<file path="src/rtl/pc_ras_unit.sv">
// Program counter with 4-way next-PC select, sticky halt latch and a circular
// return-address stack that records pc_plus on JAL and unwinds on JR $31.
module pc_ras_unit #(
    parameter int               WIDTH     = 32,
    parameter logic [WIDTH-1:0] PC_INIT   = '0,
    parameter int               INC       = 4,
    parameter int               RAS_DEPTH = 4
) (
    input  logic             CLK,
    input  logic             RST,
    input  logic             WEN,
    input  logic             halt,
    input  logic [1:0]       npc_sel,
    input  logic             branch_taken,
    input  logic [WIDTH-1:0] branch_target,
    input  logic [WIDTH-1:0] jump_target,
    input  logic [WIDTH-1:0] jr_target,
    input  logic             ras_push,
    input  logic             ras_pop,
    output logic [WIDTH-1:0] pco,
    output logic [WIDTH-1:0] pc_plus,
    output logic [WIDTH-1:0] ras_top,
    output logic             ras_empty,
    output logic             ras_full,
    output logic             halted
);
    localparam int PW = $clog2(RAS_DEPTH);
    localparam int CW = PW + 1;

    logic [WIDTH-1:0] r_pc;
    logic             r_halted;
    logic [PW-1:0]    r_ptr;
    logic [CW-1:0]    r_cnt;
    logic [WIDTH-1:0] r_ras [RAS_DEPTH];

    logic             w_adv;
    logic             w_empty;
    logic             w_full;
    logic [WIDTH-1:0] w_pc_plus;
    logic [WIDTH-1:0] w_npc;
    logic [PW-1:0]    w_ptr_up;
    logic             w_do_push;
    logic             w_do_pop;
    logic             w_do_repl;

    assign w_adv     = WEN && !r_halted && !halt;
    assign w_empty   = (r_cnt == '0);
    assign w_full    = (r_cnt == CW'(RAS_DEPTH));
    assign w_pc_plus = r_pc + WIDTH'(INC);
    assign w_ptr_up  = r_ptr + PW'(1);

    // Push+pop on an empty stack degenerates to a plain push.
    assign w_do_push = w_adv && ras_push && (!ras_pop || w_empty);
    assign w_do_pop  = w_adv && ras_pop && !ras_push && !w_empty;
    assign w_do_repl = w_adv && ras_push && ras_pop && !w_empty;

    always_comb begin
        w_npc = w_pc_plus;
        case (npc_sel)
            2'b01:   w_npc = branch_taken ? branch_target : w_pc_plus;
            2'b10:   w_npc = jump_target;
            2'b11:   w_npc = jr_target;
            default: w_npc = w_pc_plus;
        endcase
    end

    always_ff @(posedge CLK) begin
        if (RST) begin
            r_pc     <= PC_INIT;
            r_halted <= 1'b0;
            r_ptr    <= '0;
            r_cnt    <= '0;
            for (int i = 0; i < RAS_DEPTH; i++) r_ras[i] <= '0;
        end else begin
            if (WEN && halt && !r_halted) r_halted <= 1'b1;
            if (w_adv) r_pc <= w_npc;
            // A full stack wraps onto the oldest slot; count saturates.
            if (w_do_push) begin
                r_ptr           <= w_ptr_up;
                r_ras[w_ptr_up] <= w_pc_plus;
                if (!w_full) r_cnt <= r_cnt + CW'(1);
            end
            if (w_do_pop) begin
                r_ptr <= r_ptr - PW'(1);
                r_cnt <= r_cnt - CW'(1);
            end
            if (w_do_repl) r_ras[r_ptr] <= w_pc_plus;
        end
    end

    assign pco       = r_pc;
    assign pc_plus   = w_pc_plus;
    assign ras_top   = w_empty ? '0 : r_ras[r_ptr];
    assign ras_empty = w_empty;
    assign ras_full  = w_full;
    assign halted    = r_halted;
endmodule

</file>
<file path="config.mk">
export PLATFORM = sky130hd
export DESIGN_NAME = pc_ras_unit
export DESIGN_NICKNAME = d
export VERILOG_FILES = /design/src/rtl/pc_ras_unit.sv
export SDC_FILE = /design/constraint.sdc
export NUM_CORES = 1
export LEC_CHECK = 0
export BUFFER_PORTS_ARGS = -buffer_cell sky130_fd_sc_hd__clkbuf_2
export CORE_MARGIN = 1
export CORE_UTILIZATION = 50
export DETAILED_ROUTE_END_ITERATION = 10
export HOLD_SLACK_MARGIN = 0.05
export PLACE_DENSITY = 0.75
export SKIP_LAST_GASP = 1
export SYNTH_ARGS = -nofsm -noshare
export SYNTH_HDL_FRONTEND = slang
export SYNTH_SLANG_ARGS = --single-unit
</file>
<file path="constraint.sdc">
create_clock -name CLK -period 6.2 [get_ports CLK]
set_input_delay 0.31 -clock CLK [delete_from_list [all_inputs] [get_ports CLK]]
set_output_delay 0.31 -clock CLK [all_outputs]
set_load 0.05 [all_outputs]
</file>
[Word level (Yosys, flattened, before mapping)]
Memories as Yosys holds them, arrays and structs flattened. A register that Yosys moved wholly into a read port is not among the register bits.
Index checks and enable logic that the tools add are counted.
Word-level totals
  register bits after elaboration: 38
  bits in latches: 0
  RAM bits: 128
  ROM bits: 0
  input bits: 105
  output and inout bits: 99
  word-level logic and storage cells: 61
  memories kept: 1
Memory list
  r_ras: words 4, bits a word 32, rd ports 1, clocked after Yosys merged registers in 1, write ports 4, line 34  | logic [WIDTH-1:0] r_ras [RAS_DEPTH];
Cells by class
  add/sub/neg operators: 5
  multiply operators: 0
  divide/modulo/power cells: 0
  $lt $le $gt $ge: 0
  eq/ne operators: 5
  shift operators: 0
  multiplexer cells: 24
  bitwise gates (word level): 0
  reductions and logical operators: 22
Operator list (number)
  $mux W32: 4
  $pmux W32 S3: 1
  $reduce_or A32 Y1: 2
  $add A32 B3 Y32 const B: 1
  $mux W2: 6
  $logic_and A1 B1 Y1: 11
  $mux W1: 10
  $mux W3: 3
  $logic_not A1 Y1: 5
  $eq A2 B2 Y1 const B: 2
  $add A3 B1 Y3 const B: 1
  $eq A3 B3 Y1 const B: 1
  $logic_not A3 Y1: 1
  $sub A3 B1 Y3 const B: 1
  $add A2 B1 Y2 const B: 1
  $eq A2 B1 Y1 const B: 1
  $ne A2 B1 Y1 const B: 1
  $reduce_and A2 Y1: 1
  $reduce_bool A2 Y1: 1
  $sub A2 B1 Y2 const B: 1
  $logic_or A1 B1 Y1: 1

[Longest topological paths before layout]
Gate-level depths: netlist of run 1.
  word-level depth: 11
  depth in mapped cells: 9

[Worst setup path before layout of run 1]
OpenSTA, ideal clock, no wires.
  path kind: reg2reg
  start: register r_pc[3] (netlist: pco[3])
  end: memory r_ras[0][12] (data pin)
  setup time: 0.144 ns
  data arrival time: 3.087 ns
  path slack: 2.969 ns
  stages on the path, launching flop included: 7
  period minus slack after synthesis: 3.231 ns
  cells stage by stage: dfxtp_1 -> ha_1 -> inv_1 -> or4_2 -> xnor2_1 -> nand2_1 -> nor2_1
RTL lines
  start: declaration: line 30  | logic [WIDTH-1:0] r_pc;
  start signal: assignment: line 76  | if (w_adv) r_pc <= w_npc;
  end: declaration: line 34

[Worst setup path in the final report of run 1]
  start: register r_pc[2] (netlist: pco[2])
  end: output port pc_plus[28]
Between the ends
  word-level cells in the longest chain between the ends: 1
Ends and longest elaborated chain
  $add A32 B3 Y32: line 49  | assign w_pc_plus = r_pc + WIDTH'(INC);
  end: declaration: line 21  | output logic [WIDTH-1:0] pc_plus,
Every way passes these cells.

==> impl_metrics.json, run 1 <==
{
  "status": "completed",
  "hp-class": "in2reg",
  "min_from": "WEN",
  "ir_worst_vdd_v": 0.000206,
  "synthCells": 856,
  "route.detailed.drc": 0,
  "portBuffers": 203,
  "holdBufCountCts": 0,
  "max_stage_delay_ps": 730,
  "gr-total-overflow": 0,
  "yosysWarnings": 0,
  "antenna_found_initial": 0,
  "period_needed_ps": 3510,
  "synth_top_area_share_pct": 42.5,
  "ctsHtreeMaxLevel": 4,
  "path_common_cell": "inv_1",
  "dpl_worst_slack_ps": 3180,
  "synth_common_cells": "nor2_1, edfxtp_1, clkbuf_1",
  "nNetsFinal": 1131,
  "ys_seq_area_share_pct": 51.4,
  "area_growth_pct": 18.9,
  "timing.final.ws_setup_ps": 2690,
  "cp_num_buf_inv": 3,
  "cp_max_fo": 12,
  "die_width_um": 136,
  "cpMaxStageDelayCell": "nor4_1",
  "crit_chain": "ha_1 > inv_1 > nor4_1 > nand4_1 > xor2_1 > inv_1 > clkbuf_2",
  "hpwl_um": 16200,
  "cts_setup_buffers": 0,
  "tns_ps": 0,
  "cts.sink_count": 168,
  "fp.dieH_um": 136,
  "track_usage_pct": 26.3,
  "timing.rr.start": "pco[2]$_SDFFE_PP0N_",
  "ctsRootBufferMaster": "clkbuf_16",
  "ys_types": 68,
  "clock_skew_ps": 12.7,
  "r2r_cells": 6,
  "fin_crit_sh_pct": 56.7,
  "grt_max_degree": 47,
  "grt_pass1_vias": 6840,
  "syn_area_um2": 9040,
  "cts_tree": "yes",
  "clkLatencyLatePin_ps": 440,
  "vias": 7244,
  "whs_endpoint": "halted$_SDFFE_PP0P_",
  "rsz0062_at_grt": "false",
  "synth_edf_count": 128,
  "setup_violations": 0,
  "cellPowerDensity_nw_per_um2": 255,
  "rows": 48,
  "reg2reg_slack_ps": 3250,
  "slew_viol_final": 0,
  "worstPathRequired_ps": 5890,
  "worstSetupPathType": "reg2out",
  "fillers": 1395,
  "layout-drive-gt1-share_pct": 30.5,
  "synth_top_flop_cell": "edfxtp_1",
  "slew_headroom_pct": 23.4,
  "total_leakage_power_nw": 4.26,
  "cp.depth": 7,
  "start_util_pct": 51.7,
  "avgSynthCellArea_um2": 10.6,
  "synth_top_cell_by_area": "edfxtp_1",
  "async_flop_share_pct": 0,
  "arrival_ps": 3200,
  "clk_path_buf_depth": 2,
  "cts_buffers": 17,
  "max_cap_violations": 0,
  "io_pins": 204,
  "cp-start-kind": "flop",
  "critical_path.top_delay_family": "simple AND/OR/NAND/NOR gates",
  "netlist_top_cells_area": "edfxtp_1, dfxtp_1, mux4_2",
  "drt_pass1_iterations": 5,
  "synth_nets": 963,
  "place_congestion": 0.883,
  "first_iter_violations": 696,
  "ys_ff_latch": 168,
  "finalHoldViolations": 0,
  "r2r-end": "r_ras[1][18]$_SDFFCE_PN0P_",
  "die_area_um2": 18600,
  "fmax_ghz": 0.285,
  "worst_pin_slew_ps": 1140,
  "detail_route.wl_per_cell_um": 18.8,
  "endpoint_kind": "output port",
  "worstHoldPathCells": 3,
  "synth.most_common_cell": "nor2_1",
  "wl_um": 23700,
  "postCtsResizedCells": 0,
  "vias_per_cell": 5.74,
  "core_area_um2": 17500,
  "grt_pass1_wl_um": 36500,
  "clkTransAtPathRegs_ps": 70,
  "ant_nets": 0,
  "diodes": 0
}
area by class of cell:
type	instances	area [um^2]	area share, %
multi-input combinational	577	3970	36.9
sequential	168	4650	43.2
tap	225	282	2.62
clock inverter	15	144	1.34
clock buffer	17	425	3.96
timing repair buffer	217	1120	10.4
inverter	43	161	1.50
worst max-delay path by stage:
stage,endpoint,slack [ps],from
final,pc_plus[28],2690,pco[2]$_SDFFE_PP0N_
after global routing,pc_plus[28],2470,pco[2]$_SDFFE_PP0N_
after detailed placement,pc_plus[28],3180,pco[2]$_SDFFE_PP0N_
after global placement,pc_plus[28],3270,pco[2]$_SDFFE_PP0N_
after floorplan,r_ras[0][12]$_SDFFCE_PN0P_,2970,pco[3]$_SDFFE_PP0N_
after CTS,pc_plus[28],2720,pco[2]$_SDFFE_PP0N_
layer usage:
metal,track usage (%),vias to the layer above,routed length [um]
li1,-,3439,-
met1,35.2,3420,9820
met2,43.0,349,11900
met3,4.03,36,1450
met4,10.7,0,525
met5,0,-,0
kinds of logic (layout without fill, tap and decap cells):
| group | after synthesis | after routing | synth area share (%) |
|---|---|---|---|
| DFF | 168 | 168 | 51.4 |
| muxes | 67 | 67 | 12.0 |
| xor gates and xnor gates | 32 | 32 | 3.10 |
| adders and majority gates | 2 | 2 | 0.360 |
| buffers and inverters | 111 | 292 | 4.93 |
| AOI/OAI and AO/OA | 128 | 128 | 9.24 |
| and+or+nand+nor | 348 | 348 | 19.0 |
worst register-to-register path: cells and delay by family, from the launching register on:
kind / cells / cell delay (ps)
AOI/OAI and AO/OA: 2 / 770
adders and majority gates: 1 / 360
and+or+nand+nor: 2 / 850
DFF: 1 / 550
buffers and inverters: 1 / 140
layout by cell type (no fill, tap or decap), types with 4 or more instances in the layout:
| master | count |
|---|---|
| a22oi_1 | 5 |
| mux2i_1 | 27 |
| a311oi_1 | 5 |
| dfxtp_1 | 38 |
| o22ai_1 | 5 |
| nor3_1 | 39 |
| a21oi_1 | 33 |
| nor4_1 | 10 |
| a31oi_1 | 6 |
| and3_1 | 7 |
| nand2_1 | 44 |
| clkinvlp_4 | 6 |
| nor2_1 | 144 |
| mux4_2 | 32 |
| nand2b_1 | 9 |
| a31o_2 | 8 |
| inv_6 | 4 |
| xnor2_1 | 22 |
| a211oi_1 | 8 |
| edfxtp_1 | 128 |
| mux2_2 | 8 |
| clkbuf_16 | 17 |
| nor2b_1 | 36 |
| clkbuf_2 | 203 |
| o21ai_0 | 27 |
| nand4_1 | 9 |
| nand3_1 | 17 |
| buf_4 | 14 |
| xor2_1 | 10 |
| inv_1 | 42 |
| nand3b_1 | 4 |
sequential cells by signal, indices dropped and copies added (netlist names), named ones only:
signal  cells
r_ras     128
pco        32
r_cnt       3
r_ptr       2
halted      1
where the power goes:
group	switching (mW)	leakage [nW]	internal, mW
registers	0.0384	1.65	1.25
logic	0.289	2.34	0.135
clock network	0.465	0.261	0.560
per-stage QoR:
step / total power, mW / hold slack (ps) / util, % / area (um^2) / std cells
global route: 2.82 / 135 / 61.5 / 10700 / 1262
detailed placement: 1.74 / 528 / 58.2 / 10200 / 1230
CTS: 2.75 / 132 / 61.5 / 10700 / 1262
global placement: 1.74 / 504 / 58.2 / 10200 / 1230
floorplan: 1.61 / 451 / - / 9040 / 856
finish: 2.74 / 133 / 61.5 / 10700 / 1262
(Power assumes the default switching activity.)
==> run 2: changes to the inputs <==
--- a/config.mk
+++ b/config.mk
@@ -5,6 +5,7 @@
 export SDC_FILE = /design/constraint.sdc
 export NUM_CORES = 1
 export LEC_CHECK = 0
+export ABC_AREA = 1
 export BUFFER_PORTS_ARGS = -buffer_cell sky130_fd_sc_hd__clkbuf_2
 export CORE_MARGIN = 1
 export CORE_UTILIZATION = 50
==> constraint.sdc (replaced) <==
create_clock -name CLK -period 3.3 [get_ports CLK]
set_input_delay 0.165 -clock CLK [delete_from_list [all_inputs] [get_ports CLK]]
set_output_delay 0.165 -clock CLK [all_outputs]
set_load 0.05 [all_outputs]
==> impl_metrics.json, run 2 <==
{
  "status": "completed",
  "synthCells": 1111,
  "cp_max_fo": 37,
  "wl_um": 25300,
  "core_area_um2": 17500,
  "nNetsFinal": 1406,
  "cts.sink_count": 168,
  "clkTransAtPathRegs_ps": 60,
  "finalHoldViolations": 0,
  "clock_skew_ps": 7.38,
  "whs_endpoint": "pco[8]$_SDFFE_PP0N_",
  "r2r-end": "r_ras[0][2]$_SDFFCE_PN0P_",
  "ir_worst_vdd_v": 0.000452,
  "grt_max_degree": 66,
  "netlist_top_cells_area": "edfxtp_1, nor2_1, dfxtp_1",
  "max_stage_delay_ps": 700,
  "io_pins": 204,
  "diodes": 0,
  "power.internal_mw": 3.65,
  "cp-start-kind": "flop",
  "track_usage_pct": 27.8,
  "seq_power_share_pct": 47.3,
  "timing.rr.start": "halted$_SDFFE_PP0P_",
  "async_flop_share_pct": 0,
  "cts_tree": "yes",
  "vias": 8182,
  "arrival_ps": 2560,
  "comb_power_share_pct": 17.4,
  "syn_area_um2": 9100,
  "portBuffers": 203,
  "grt_pass1_wl_um": 39100,
  "slew_headroom_pct": 28.8,
  "fillers": 1530,
  "cts_buffers": 17,
  "gr-total-overflow": 0,
  "slew_viol_final": 0,
  "synth_top_area_share_pct": 42.2,
  "hp-class": "in2reg",
  "seq_area_um2": 4650,
  "setup_violations": 0,
  "clkPwrFrac_pct": 35.3,
  "min_from": "branch_target[8]",
  "detail_route.wl_per_cell_um": 16.5,
  "synth.most_common_cell": "nor2_1",
  "worstSetupPathType": "reg2out",
  "synth_nets": 1218,
  "yosysWarnings": 0,
  "top_register": "r_ras",
  "cpMaxStageDelayCell": "clkinv_1",
  "endpoint_kind": "output port",
  "hpwl_um": 17700,
  "postCtsResizedCells": 0,
  "crit_chain": "clkinv_1 > buf_4 > o21ai_0 > a21oi_1 > clkbuf_2",
  "rows": 48,
  "ys_ff_latch": 168,
  "design_power_total_mw": 5.16,
  "cellPowerDensity_nw_per_um2": 473,
  "switching_power_mw": 1.51,
  "synth_edf_count": 128,
  "ys_types": 40,
  "clkLatencyLatePin_ps": 420,
  "worstPathRequired_ps": 3130,
  "multi_input_area_um2": 3830,
  "largest_reg_flops": 128,
  "reg2reg_slack_ps": 790,
  "first_iter_violations": 637,
  "final_common_cell": "nor2_1",
  "tns_ps": 0,
  "avgSynthCellArea_um2": 8.19,
  "switching_share_pct": 29.3,
  "clk_path_buf_depth": 2,
  "die_width_um": 137,
  "ctsRootBufferMaster": "clkbuf_16",
  "fin_crit_sh_pct": 82.6,
  "place_congestion": 0.900,
  "rsz0062_at_grt": "false",
  "max_cap_violations": 0,
  "ctsHtreeMaxLevel": 4,
  "ant_nets": 0,
  "antenna_found_initial": 0,
  "synth_common_cells": "nor2_1, nand2_1, edfxtp_1",
  "die_area_um2": 18700,
  "grt_pass1_vias": 7488,
  "r2r_cells": 10,
  "route.detailed.drc": 0,
  "worst_pin_slew_ps": 1070,
  "area_growth_pct": 19.8,
  "layout-drive-gt1-share_pct": 23.2,
  "total_leakage_power_nw": 4.65,
  "fp.dieH_um": 137,
  "start_util_pct": 51.9,
  "synth_top_flop_cell": "edfxtp_1",
  "period_needed_ps": 2720,
  "drt_pass1_iterations": 6,
  "ys_seq_area_share_pct": 51.0,
  "fmax_ghz": 0.367,
  "synth_top_cell_by_area": "edfxtp_1",
  "worstHoldPathCells": 3,
  "layout_common_cells": "nor2_1, clkbuf_2, nand2_1, edfxtp_1, o21ai_0",
  "vias_per_cell": 5.32
}
## run 2: power groups by stage
stage	combinational [mW]	clock, mW	sequential, mW
floorplan	0.531	0	2.56
global placement	0.873	0	2.48
detailed placement	0.881	0	2.48
CTS	0.898	1.84	2.44
global route	0.965	1.93	2.45
finish	0.897	1.82	2.44
## run 2: worst max-delay path by stage
stage                                    from                          to  slack [ps]  cells past startpoint
after detailed placement  halted$_SDFFE_PP0P_  r_ras[0][21]$_SDFFCE_PN0P_         800                     10
after global routing                     flop                 ras_top[14]         320                      5
after CTS                                flop                  ras_top[2]         560                      5
final                                    flop                 ras_top[22]         580                      5
after floorplan           halted$_SDFFE_PP0P_       r_ras[3][0]$_DFFE_PP_         220                      8
after global placement    halted$_SDFFE_PP0P_  r_ras[0][19]$_SDFFCE_PN0P_         880                     10
## run 2: cells by family (layout without fill, tap and decap cells)
group | after synthesis | in the layout | synth area share (%)
buffers and inverters | 150 | 351 | 7.13
xor gates and xnor gates | 15 | 15 | 1.94
adders and majority gates | 2 | 2 | 0.357
DFF | 168 | 168 | 51.0
AOI/OAI and AO/OA | 199 | 199 | 11.8
and+or+nand+nor | 577 | 577 | 27.7
## run 2: timing repair
| action | 4_1_cts | 5_1_grt |
|---|---|---|
| hold endpoints to repair | 14 | 0 |
| hold buffers | 17 | 0 |
| buffers inserted | 0 | 0 |
## run 2: cell type report
type                       count  share of cell area (%)
sequential                   168                    42.6
multi-input combinational    793                    35.1
timing repair buffer         234                    11.8
clock buffer                  22                    4.17
inverter                      85                    2.94
tap                          225                    2.58
clock inverter                10                   0.757
## run 2: critical path, delay by kind of cell, from the launching register on
kind / cells / cell delay, ps
AOI/OAI and AO/OA: 2 / 330
DFF: 1 / 320
buffers and inverters: 3 / 1480
## run 2: per-stage QoR
| stage | setup slack (ps) | util [%] | instance area, um^2 | hold slack [ps] | instances |
|---|---|---|---|---|---|
| finish | 575 | 62.2 | 10900 | 67.3 | 1537 |
| global route | 317 | 62.2 | 10900 | 63.5 | 1537 |
| CTS | 561 | 62.2 | 10900 | 51.2 | 1537 |
| detailed placement | 799 | 58.1 | 10200 | 419 | 1488 |
| global placement | 880 | 58.1 | 10200 | 417 | 1488 |
| floorplan | 221 | - | 9110 | 301 | 1111 |
## run 2: layer usage
metal  part of all wire (%)  global-route usage, %  vias to the layer above
li1                       -                      -                     4064
met1                     40                   36.2                     3707
met2                     49                   46.4                      349
met3                    6.6                   3.85                       62
met4                    3.8                   12.0                        0
met5                      0                      0                        -
